`config.mk`:
```
export PLATFORM = sky130hd
export DESIGN_NAME = bus_source_driver
export DESIGN_NICKNAME = d
export VERILOG_FILES = /design/src/rtl/bus_source_driver.sv
export SDC_FILE = /design/constraint.sdc
export NUM_CORES = 1
export LEC_CHECK = 0
export BUFFER_PORTS_ARGS = -buffer_cell sky130_fd_sc_hd__buf_2
export CAP_MARGIN = 20
export CORE_AREA = 10 10 73 100
export DETAILED_ROUTE_END_ITERATION = 7
export DIE_AREA = 0 0 83 110
export GPL_TIMING_DRIVEN = 0
export PLACE_DENSITY = 0.79
export SLEW_MARGIN = 20
export SYNTH_ARGS = -nofsm -noshare
export SYNTH_HDL_FRONTEND = slang
export SYNTH_SLANG_ARGS = --single-unit
```
`constraint.sdc`:
```
create_clock -name clk -period 5.05 [get_ports clk]
set_input_delay 1.01 -clock clk [delete_from_list [all_inputs] [get_ports clk]]
set_output_delay 1.01 -clock clk [all_outputs]
set_load 0.02 [all_outputs]
```
`src/rtl/bus_source_driver.sv`:
```
// Drives the shared bus from one of R0..R7, G or DIN for HOLD_CYC cycles per accepted request.
// Optional build macro BUS_KEEPER_EN: bus keeps its last driven value while idle.
//
// state | meaning
// IDLE  | bus released, ready to accept a request
// DRIVE | buswires valid; cnt_q counts hold cycles, last cycle may re-accept
module bus_source_driver #(
    parameter int WIDTH    = 16,
    parameter int NSRC     = 10,
    parameter int HOLD_CYC = 1
) (
    input  logic               clk,
    input  logic               reset,
    input  logic [8*WIDTH-1:0] r_src,
    input  logic [WIDTH-1:0]   g_src,
    input  logic [WIDTH-1:0]   din,
    input  logic [NSRC-1:0]    sel,
    input  logic               drive_req,
    output logic               drive_ready,
    output logic [WIDTH-1:0]   buswires,
    output logic               bus_valid,
    output logic               sel_err
);

    typedef enum logic {IDLE = 1'b0, DRIVE = 1'b1} state_t;

    localparam logic [3:0] LAST_CNT = 4'(HOLD_CYC - 1);

    state_t             state_q, state_d;
    logic [3:0]         cnt_q, cnt_d;
    logic [WIDTH-1:0]   bus_q, bus_d;
    logic               err_q, err_d;

    logic [3:0]         sel_ones;
    logic               sel_ok;
    logic [WIDTH-1:0]   sel_pick;
    logic [WIDTH-1:0]   sel_data;
    logic               last_cyc;
    logic               accept;

    // AND-OR mux; a multi-hot select would mix sources, so it is forced to 0 below
    always_comb begin
        sel_ones = '0;
        sel_pick = '0;
        for (int i = 0; i < NSRC; i++) begin
            sel_ones = sel_ones + {3'b000, sel[i]};
        end
        for (int i = 0; i < 8; i++) begin
            if (sel[i]) sel_pick = sel_pick | r_src[i*WIDTH +: WIDTH];
        end
        if (sel[8]) sel_pick = sel_pick | g_src;
        if (sel[9]) sel_pick = sel_pick | din;
        sel_ok   = (sel_ones == 4'd1);
        sel_data = sel_ok ? sel_pick : '0;
    end

    always_comb begin
        state_d     = state_q;
        cnt_d       = cnt_q;
        bus_d       = bus_q;
        err_d       = err_q;
        last_cyc    = (state_q == DRIVE) && (cnt_q == LAST_CNT);
        drive_ready = !reset && ((state_q == IDLE) || last_cyc);
        accept      = drive_req && drive_ready;

        if (accept) begin
            state_d = DRIVE;
            cnt_d   = '0;
            bus_d   = sel_data;
            if (!sel_ok) err_d = 1'b1;
        end else if (state_q == DRIVE) begin
            if (last_cyc) begin
                state_d = IDLE;
                cnt_d   = '0;
`ifdef BUS_KEEPER_EN
                bus_d   = bus_q;
`else
                bus_d   = '0;
`endif
            end else begin
                cnt_d = cnt_q + 4'd1;
            end
        end
    end

    always_ff @(posedge clk) begin
        if (reset) begin
            state_q <= IDLE;
            cnt_q   <= '0;
            bus_q   <= '0;
            err_q   <= 1'b0;
        end else begin
            state_q <= state_d;
            cnt_q   <= cnt_d;
            bus_q   <= bus_d;
            err_q   <= err_d;
        end
    end

    assign buswires  = bus_q;
    assign bus_valid = (state_q == DRIVE);
    assign sel_err   = err_q;

endmodule

```
# Word level (Yosys, flattened, before mapping)
# Index checks and enable logic that the tools add are counted.
[totals] elab_cells=55 input_bits=173 ff_bits=22
[classes] n_mux=18 n_bitwise=11 n_addsub=10 eq_ne=1 reduce_logical=11
[op_table] cell="2-to-1 mux 16 bit" count=14
[op_table] cell="OR 16 bit" count=9
[op_table] cell="adder 4 x 1 -> 4 bit" count=6
[op_table] cell="adder 3 x 1 -> 4 bit" count=1
[op_table] cell="adder 4 x 1 -> 4 bit (second input constant)" count=1
[op_table] cell="== test 4 x 1 -> 1 bit (second input constant)" count=1
[op_table] cell="logical NOT 4 bit" count=1
[op_table] cell="2-to-1 mux 4 bit" count=1
[op_table] cell="AND reduction 2 bit" count=2
[op_table] cell="nonzero test 2 bit" count=2
[op_table] cell="adder 2 x 1 -> 3 bit" count=1
[op_table] cell="logical AND 1 bit" count=3
[op_table] cell="2-to-1 mux 1 bit" count=3
[op_table] cell="adder 1 x 1 -> 2 bit" count=1
[op_table] cell="inverter 1 bit" count=2
[op_table] cell="OR reduction 2 bit" count=1
[op_table] cell="logical NOT 1 bit" count=1
[op_table] cell="logical OR 1 bit" count=1

# Logic depth before layout (Yosys ltp)
# Gate-level depths: netlist of the first run.
[depth] ltp_word=21 ltp_mapped=14

# Worst setup path before layout of the first run
# OpenSTA, ideal clock, no wires.
[synth_path] path_kind="input port to flip-flop" from="in sel[5]" to="reg bus_q[12] (netlist: buswires[12])" path_buffers=1 arrival_time_ns=4.175 slack_ns=0.807 setup_time_ns=0.067 path_stages=14 path_cell_list="fa_1 fa_1 inv_1 fa_1 inv_1 ha_1 inv_1 fa_1 a2111oi_2 a21o_2 nand3_4 buf_6 a41o_1 a21oi_2"
[synth_via] elab_chain_cells=11 elab_cells_between_ends=17 cone_classes="5 x add/sub; 1 x eq/ne; 7 x mux; 4 x bitwise"
[synth_lines] element="start, declared" line_no="17" text="input logic [NSRC-1:0] sel,"
[synth_lines] element="branches (longest 9 deep; another with adder 4 x 1 -> 4 bit)"
[synth_lines] element="2-to-1 mux 16 bit *" line_no="54" text="sel_data = sel_ok ? sel_pick : '0;"
[synth_lines] element="2-to-1 mux 16 bit *" line_no="66" text="if (accept) begin"
[synth_lines] element="end signal, assigned" line_no="95" text="bus_q <= bus_d;"
[synth_lines] element="end, declared" line_no="31" text="logic [WIDTH-1:0] bus_q, bus_d;"
# Every way passes the cells marked *.
# A chain may end at the register's enable or synchronous reset.

# Final worst setup path of the first run
[layout_path] from="in sel[5]" to="reg bus_q[1] (netlist: buswires[1])"
# Same word-level chain as after synthesis.

==> impl_metrics.yaml, run 1 <==
outcome:
  outcome: "finished, final reports clean"
route:
  detail_route.first_pass.iterations: 5
  drcViolationCount: 0
  post_drt_wl_per_cell_um: 22.3
  vias_per_cell: 5.75
  drt_iter0_drc: 130
  finalWirelength_um: 10700
  vias: 2772
  ant_nets: 0
power:
  cellInternalPower_w: 0.000422
  power.switching_w: 0.000214
  ir_worst_vdd_mv: 0.128
  power_frac_seq: 0.298
  power.share.clock: 0.262
  combinationalPowerShare: 0.440
  power_switching_share: 0.337
  p_leak_nw: 1.50
  power-per-cell-area_mw_per_mm2: 212
global_route:
  grt_use_total: 0.220
  global_route.overflow_total: 0
  first_global_vias: 3125
  maximum_number_of_pins_on_one_net_before_global_route_repair: 14
  antenna_found_initial: 0
  global_route_wire_length_before_repair_um: 16200
clock_network:
  clock_insertion_delay_worst_skew_ns: 0.27
  tritoncts: "done"
  cts_post_setup_buffers_inserted: 0
  tritoncts_num_sinks: 22
  clock_slew_at_reported_path_ffs_ns: 0.08
  cts_buffer_depth: 2
  clock_tree.htree_level_count: 1
  post_cts_resized: 0
  clockRootBuffer: "sky130_fd_sc_hd__clkbuf_8"
  tritoncts.num_buffers: 3
  cts_hold_buffers: 0
setup_path:
  r2r_startpoint: "cnt_q[0]"
  worstSetupStartpointType: "primary input"
  cpMostUsedCell: "sky130_fd_sc_hd__fa_1"
  path_buf_inv: 5
  worst_path_max_delay_cell: "sky130_fd_sc_hd__fa_1"
  crit_fanout: 10
  r2r_cells: 8
  worst_r2r_endpoint: "buswires[1]"
  critical_path.top_delay_family: "adder cells"
  required_ns: 5.24
  critical_path.cell_chain: "buf_2, fa_1, fa_1, inv_1, fa_1, inv_1, ha_1, inv_1, fa_1, a2111oi_2, a21o_2, nand3_4, buf_6, a41o_1, a21oi_1"
  criticalPathCategory: "primary input to register"
  critical_path_sink_type: "register"
  arrival_ns: 4.59
  critPathMaxStageDelay_ns: 0.52
  worst_reg2reg_setup_slack_ns: 3.18
final_layout:
  flow.area_growth_from_synthesis_pct: 57.6
  finish.utilization: 0.551
  mostFrequentLayoutCells: "sky130_fd_sc_hd__buf_2 (192), sky130_fd_sc_hd__a22oi_1 (48), sky130_fd_sc_hd__dfxtp_1 (22)"
  number_of_inserted_diodes: 0
  nNetsFinal: 598
  most_common_library_cell_in_the_layout_ignoring_fill_and_taps: "sky130_fd_sc_hd__buf_2"
  layout-drive-gt1-share: 0.500
floorplanning:
  floorplan.die.height_um: 110
  core_area_mm2: 0.00545
  start_util: 0.350
  io_pins: 192
  floorplan.die_area_mm2: 0.00913
  row_count: 32
  floorplan.die.width_um: 83
logic_synthesis:
  netlist.area_leader.share: 0.231
  synthTopCellsByArea: "sky130_fd_sc_hd__dfxtp_1 (23%), sky130_fd_sc_hd__a22oi_1 (19%), sky130_fd_sc_hd__a221oi_1 (7.8%), sky130_fd_sc_hd__a22o_1 (7.4%), sky130_fd_sc_hd__a41o_1 (6.3%)"
  synth_seq_cells: 22
  synth_sequential_area_ratio: 0.231
  synth_fp_nets: 405
  count_of_synthesis_stage_warnings_from_yosys: 0
  syn_avg_cell_area_um2: 8.58
  syn-cell-area_mm2: 0.00190
  yosys.area.top_type: "sky130_fd_sc_hd__dfxtp_1"
  synthesis.instances: 222
  yosysUniqueCellTypes: 30
timing:
  grt_setup_unrepaired: "no"
  slew_headroom: 0.537
  setup_viol: 0
  slew_violations: 0
  worst_slew_pin_slew_ns: 0.694
  maxClockFrequency_ghz: 0.227
  setup-tns-final_ns: 0
  finalCritPeriodShare: 0.871
  worst_clock_skew_ns: 0.0101
  finalHoldViolCount: 0
  clock_period_minus_worst_slack_ns: 4.40
hold_path:
  holdCritPathClass: "register to register"
  hold_path_depth: 2
  hold_path.startpoint: "buswires[8]"
  min_to: "buswires[8]"
placed_design:
  finalWeightedCongestion: 0.948
  place_hpwl_um: 9070
  port-buffer-count: 188
run:
  max-cap-violations: 0
[Yosys cell counts]
cell type and n:
sky130_fd_sc_hd__or2b_4 1, sky130_fd_sc_hd__a21o_2 1, sky130_fd_sc_hd__buf_6 1, sky130_fd_sc_hd__a2111oi_2 1
sky130_fd_sc_hd__inv_1 13, sky130_fd_sc_hd__buf_2 4, sky130_fd_sc_hd__a22oi_1 48, sky130_fd_sc_hd__a21oi_1 16
sky130_fd_sc_hd__a41o_2 4, sky130_fd_sc_hd__a21oi_2 1, sky130_fd_sc_hd__a22o_1 16, sky130_fd_sc_hd__dfxtp_1 22
sky130_fd_sc_hd__xor2_1 2, sky130_fd_sc_hd__nand3_1 1, sky130_fd_sc_hd__and4b_1 1, sky130_fd_sc_hd__a221oi_1 17
sky130_fd_sc_hd__a41o_1 12, sky130_fd_sc_hd__nor2b_1 1, sky130_fd_sc_hd__a211oi_1 1, sky130_fd_sc_hd__mux2i_1 1
sky130_fd_sc_hd__ha_1 4, sky130_fd_sc_hd__nor2_1 2, sky130_fd_sc_hd__nand3_4 1, sky130_fd_sc_hd__a31oi_1 1
sky130_fd_sc_hd__clkbuf_1 21, sky130_fd_sc_hd__nand2_1 18, sky130_fd_sc_hd__a22oi_2 1, sky130_fd_sc_hd__nand4_1 1
sky130_fd_sc_hd__nor3b_1 3, sky130_fd_sc_hd__fa_1 6
[registers in the layout, indices dropped and copies added, names as in the netlist]
name,count
buswires,16
cnt_q,4
bus_valid,1
sel_err,1
[power by group through the flow]
stage / sequential, W / clock [W] / combinational [W]
6_report: 0.000189 / 0.000167 / 0.000280
5_1_grt: 0.000190 / 0.000176 / 0.000305
4_1_cts: 0.000189 / 0.000170 / 0.000280
3_5_place_dp: 0.000193 / 0 / 0.000278
3_3_place_gp: 0.000193 / 0 / 0.000269
2_1_floorplan: 0.000207 / 0 / 0.000138
[metal layers]
layer,GRT usage,vias up,share of wire
met2,0.401,203,0.50
met3,0.0705,18,0.096
met4,0.0805,0,0.026
met5,0,-,0
li1,-,1281,-
met1,0.235,1270,0.38
[kinds of logic (layout without fill, tap and decap cells)]
logic type | count (synthesis) | count (layout) | share of synthesized area
muxes | 1 | 1 | 0.00526
DFF | 22 | 22 | 0.231
AOI/OAI and AO/OA | 119 | 119 | 0.501
buffers and inverters | 39 | 231 | 0.0834
xor gates and xnor gates | 2 | 2 | 0.00920
and+or+nand+nor | 29 | 29 | 0.0808
adders and majority gates | 10 | 10 | 0.0894
[worst max-delay path by stage]
stage	from	endpoint	slack (ns)	cells after the start
2_1_floorplan	sel[5]	buswires[12]	0.81	14
3_3_place_gp	sel[5]	buswires[1]	0.45	15
3_5_place_dp	sel[5]	buswires[1]	0.39	15
4_1_cts	sel[5]	buswires[1]	0.66	15
5_1_grt	sel[5]	buswires[0]	0.50	15
6_report	sel[5]	buswires[1]	0.65	15
[worst register-to-register path, cell delays in order (launching register included)]
cell and delay [ns]:
sky130_fd_sc_hd__dfxtp_1 0.36, sky130_fd_sc_hd__inv_1 0.07, sky130_fd_sc_hd__ha_1 0.13, sky130_fd_sc_hd__nor3b_1 0.30, sky130_fd_sc_hd__or2b_4 0.23, sky130_fd_sc_hd__nand3_4 0.13, sky130_fd_sc_hd__buf_6 0.18, sky130_fd_sc_hd__a41o_1 0.24
sky130_fd_sc_hd__a21oi_1 0.15
[area by class of cell]
class	instances	area, um^2
timing repair buffer	188	941
sequential	22	440
multi-input combinational	161	1310
fill	541	2440
inverter	13	48.8
clock buffer	3	41.3
tap	68	85.1
clock inverter	1	30.0
buffer	26	110
[stage by stage]
stage / total power (W) / cells / instance area (um^2) / hold slack [ns] / setup WS [ns]
6_report: 0.000636 / 482 / 3000 / 0.455 / 0.654
5_1_grt: 0.000671 / 482 / 3000 / 0.480 / 0.503
4_1_cts: 0.000638 / 482 / 3000 / 0.455 / 0.665
3_5_place_dp: 0.000471 / 478 / 2930 / 0.445 / 0.386
3_3_place_gp: 0.000462 / 478 / 2930 / 0.437 / 0.453
2_1_floorplan: 0.000345 / 222 / 1900 / 0.496 / 0.807
Note: power is estimated with default switching activity, not from simulation.
==> inputs of run 2 (changes only) <==
--- a/config.mk
+++ b/config.mk
@@ -10,7 +10,7 @@
 export CORE_AREA = 10 10 73 100
 export DETAILED_ROUTE_END_ITERATION = 7
 export DIE_AREA = 0 0 83 110
-export GPL_TIMING_DRIVEN = 0
+export GPL_TIMING_DRIVEN = 1
 export PLACE_DENSITY = 0.79
 export SLEW_MARGIN = 20
 export SYNTH_ARGS = -nofsm -noshare
==> run 2 against run 1 <==
  * Non-clock buffer count fell by 20
  * Design area fell by 3.4%
  * Utilization fell by 1.9 points
  * Global-route usage fell by 1.1 points
  * Die area did not move
  * Critical path depth fell by 1
  * Via count fell by 3.5%
  * Sequential power barely moved
  * Power fell by 11%
  * Critical endpoint is now buswires[8]
  * Highest routed layer unchanged
==> impl_metrics.yaml, run 2 (synthesis results as in run 1) <==
outcome:
  outcome: "finished, final reports clean"
setup_path:
  required_ns: 5.24
  worstSetupStartpointType: "primary input"
  crit_fanout: 17
  arrival_ns: 4.79
  criticalPathCategory: "primary input to register"
  r2r_startpoint: "cnt_q[0]"
  worst_reg2reg_setup_slack_ns: 3.11
  worst_r2r_endpoint: "buswires[8]"
  critical_path_sink_type: "register"
  r2r_cells: 6
timing:
  timing.final.ws_setup_ns: 0.449
  worst_slew_pin_slew_ns: 0.927
  slew_violations: 0
  finalCritPeriodShare: 0.911
  grt_setup_unrepaired: "no"
  holdWs_ns: 0.456
  worst_clock_skew_ns: 0.00465
  finalHoldViolCount: 0
  slew_headroom: 0.382
  clock_period_minus_worst_slack_ns: 4.60
  setup_viol: 0
  maxClockFrequency_ghz: 0.217
  setup-tns-final_ns: 0
global_route:
  global_route_wire_length_before_repair_um: 15500
  maximum_number_of_pins_on_one_net_before_global_route_repair: 26
  first_global_vias: 2993
  antenna_found_initial: 0
  grt_use_total: 0.209
  global_route.overflow_total: 0
route:
  ant_nets: 0
  vias_per_cell: 5.80
  post_drt_wl_per_cell_um: 22.0
  vias: 2676
  detail_route.first_pass.iterations: 5
  finalWirelength_um: 10100
  drt_iter0_drc: 109
  drcViolationCount: 0
final_layout:
  flow.area_growth_from_synthesis_pct: 52.2
  layout-drive-gt1-share: 0.527
  final_cell_count_no_fill: 461
  largest_reg_flops: 16
  multi_input_area_mm2: 0.00131
  mostFrequentLayoutCells: "sky130_fd_sc_hd__buf_2 (191), sky130_fd_sc_hd__a22oi_1 (48), sky130_fd_sc_hd__dfxtp_1 (22)"
  n_fill_cell: 540
  nNetsFinal: 578
  most_common_library_cell_in_the_layout_ignoring_fill_and_taps: "sky130_fd_sc_hd__buf_2"
  regArea_um2: 440
  number_of_inserted_diodes: 0
clock_network:
  cts_hold_buffers: 0
  clock_slew_at_reported_path_ffs_ns: 0.08
  tritoncts.num_buffers: 3
  post_cts_resized: 0
  clockRootBuffer: "sky130_fd_sc_hd__clkbuf_8"
  clock_insertion_delay_worst_skew_ns: 0.26
  clock_tree.htree_level_count: 1
  cts_post_setup_buffers_inserted: 0
  tritoncts_num_sinks: 22
  tritoncts: "done"
  cts_buffer_depth: 2
hold_path:
  hold_path_depth: 2
  holdCritPathClass: "register to register"
  hold_path.startpoint: "buswires[5]"
  min_to: "buswires[5]"
power:
  ir_worst_vdd_mv: 0.105
  power-per-cell-area_mw_per_mm2: 195
  p_leak_nw: 1.46
  total_power_w: 0.000566
floorplanning:
  row_count: 32
  start_util: 0.350
  floorplan.die.height_um: 110
  floorplan.die_area_mm2: 0.00913
  floorplan.die.width_um: 83
  io_pins: 192
  core_area_mm2: 0.00545
placed_design:
  preCtsSetupSlack_ns: 0.155
  finalWeightedCongestion: 0.916
  place_hpwl_um: 8160
  port-buffer-count: 191
  numPlacedInstances: 458
run:
  max-cap-violations: 0
==> run 2: cell types whose count changed in the layout (fill, tap and decap cells not counted) <==
cell,previous run,this run
sky130_fd_sc_hd__buf_2,192,191
sky130_fd_sc_hd__clkbuf_1,21,0
sky130_fd_sc_hd__bufinv_16,1,0
sky130_fd_sc_hd__buf_4,0,3
sky130_fd_sc_hd__buf_6,1,0
==> run 2: through the flow <==
step	util	instance area, um^2
after floorplan	-	1900
after global placement	0.525	2860
after detailed placement	0.525	2860
after CTS	0.532	2900
after global routing	0.532	2900
final	0.532	2900
==> run 2: report_power, final <==
group | internal (W) | switching (W)
clock network | 0.0000532 | 0.0000555
registers | 0.000184 | 0.00000615
logic | 0.000126 | 0.000141
total | 0.000364 | 0.000202
==> run 2: cell type report <==
| class | count | area share |
|---|---|---|
| Multi-Input combinational cell | 161 | 0.450 |
| Timing Repair Buffer | 194 | 0.338 |
| Sequential cell | 22 | 0.152 |
| Tap cell | 68 | 0.0293 |
| Inverter | 13 | 0.0168 |
| Clock buffer | 3 | 0.0142 |
==> run 2: per-layer routing <==
layer	GRT usage	share of wire	up-vias
li1	-	-	1240
met1	0.225	0.38	1229
met2	0.389	0.50	191
met3	0.0558	0.093	16
met4	0.0720	0.025	0
met5	0	0	-
==> run 2: worst max-delay path by stage <==
stage / startpoint / to / slack, ns / cells after the start
detailed placement: sel[5] / buswires[9] / 0.16 / 14
finish: sel[5] / buswires[8] / 0.45 / 14
floorplan: sel[5] / buswires[12] / 0.81 / 14
global route: sel[7] / buswires[2] / 0.24 / 14
CTS: sel[5] / buswires[8] / 0.45 / 14
global placement: sel[3] / buswires[7] / 0.38 / 14
==> run 2: worst max-delay path: stages <==
cell and delay [ns]:
sky130_fd_sc_hd__buf_2 0.35, sky130_fd_sc_hd__fa_1 0.51, sky130_fd_sc_hd__fa_1 0.52, sky130_fd_sc_hd__inv_1 0.05
sky130_fd_sc_hd__fa_1 0.43, sky130_fd_sc_hd__inv_1 0.07, sky130_fd_sc_hd__ha_1 0.17, sky130_fd_sc_hd__inv_1 0.07
sky130_fd_sc_hd__fa_1 0.46, sky130_fd_sc_hd__a2111oi_2 0.32, sky130_fd_sc_hd__a21o_2 0.18, sky130_fd_sc_hd__nand3_4 0.20
sky130_fd_sc_hd__a41o_2 0.29, sky130_fd_sc_hd__a21oi_1 0.15
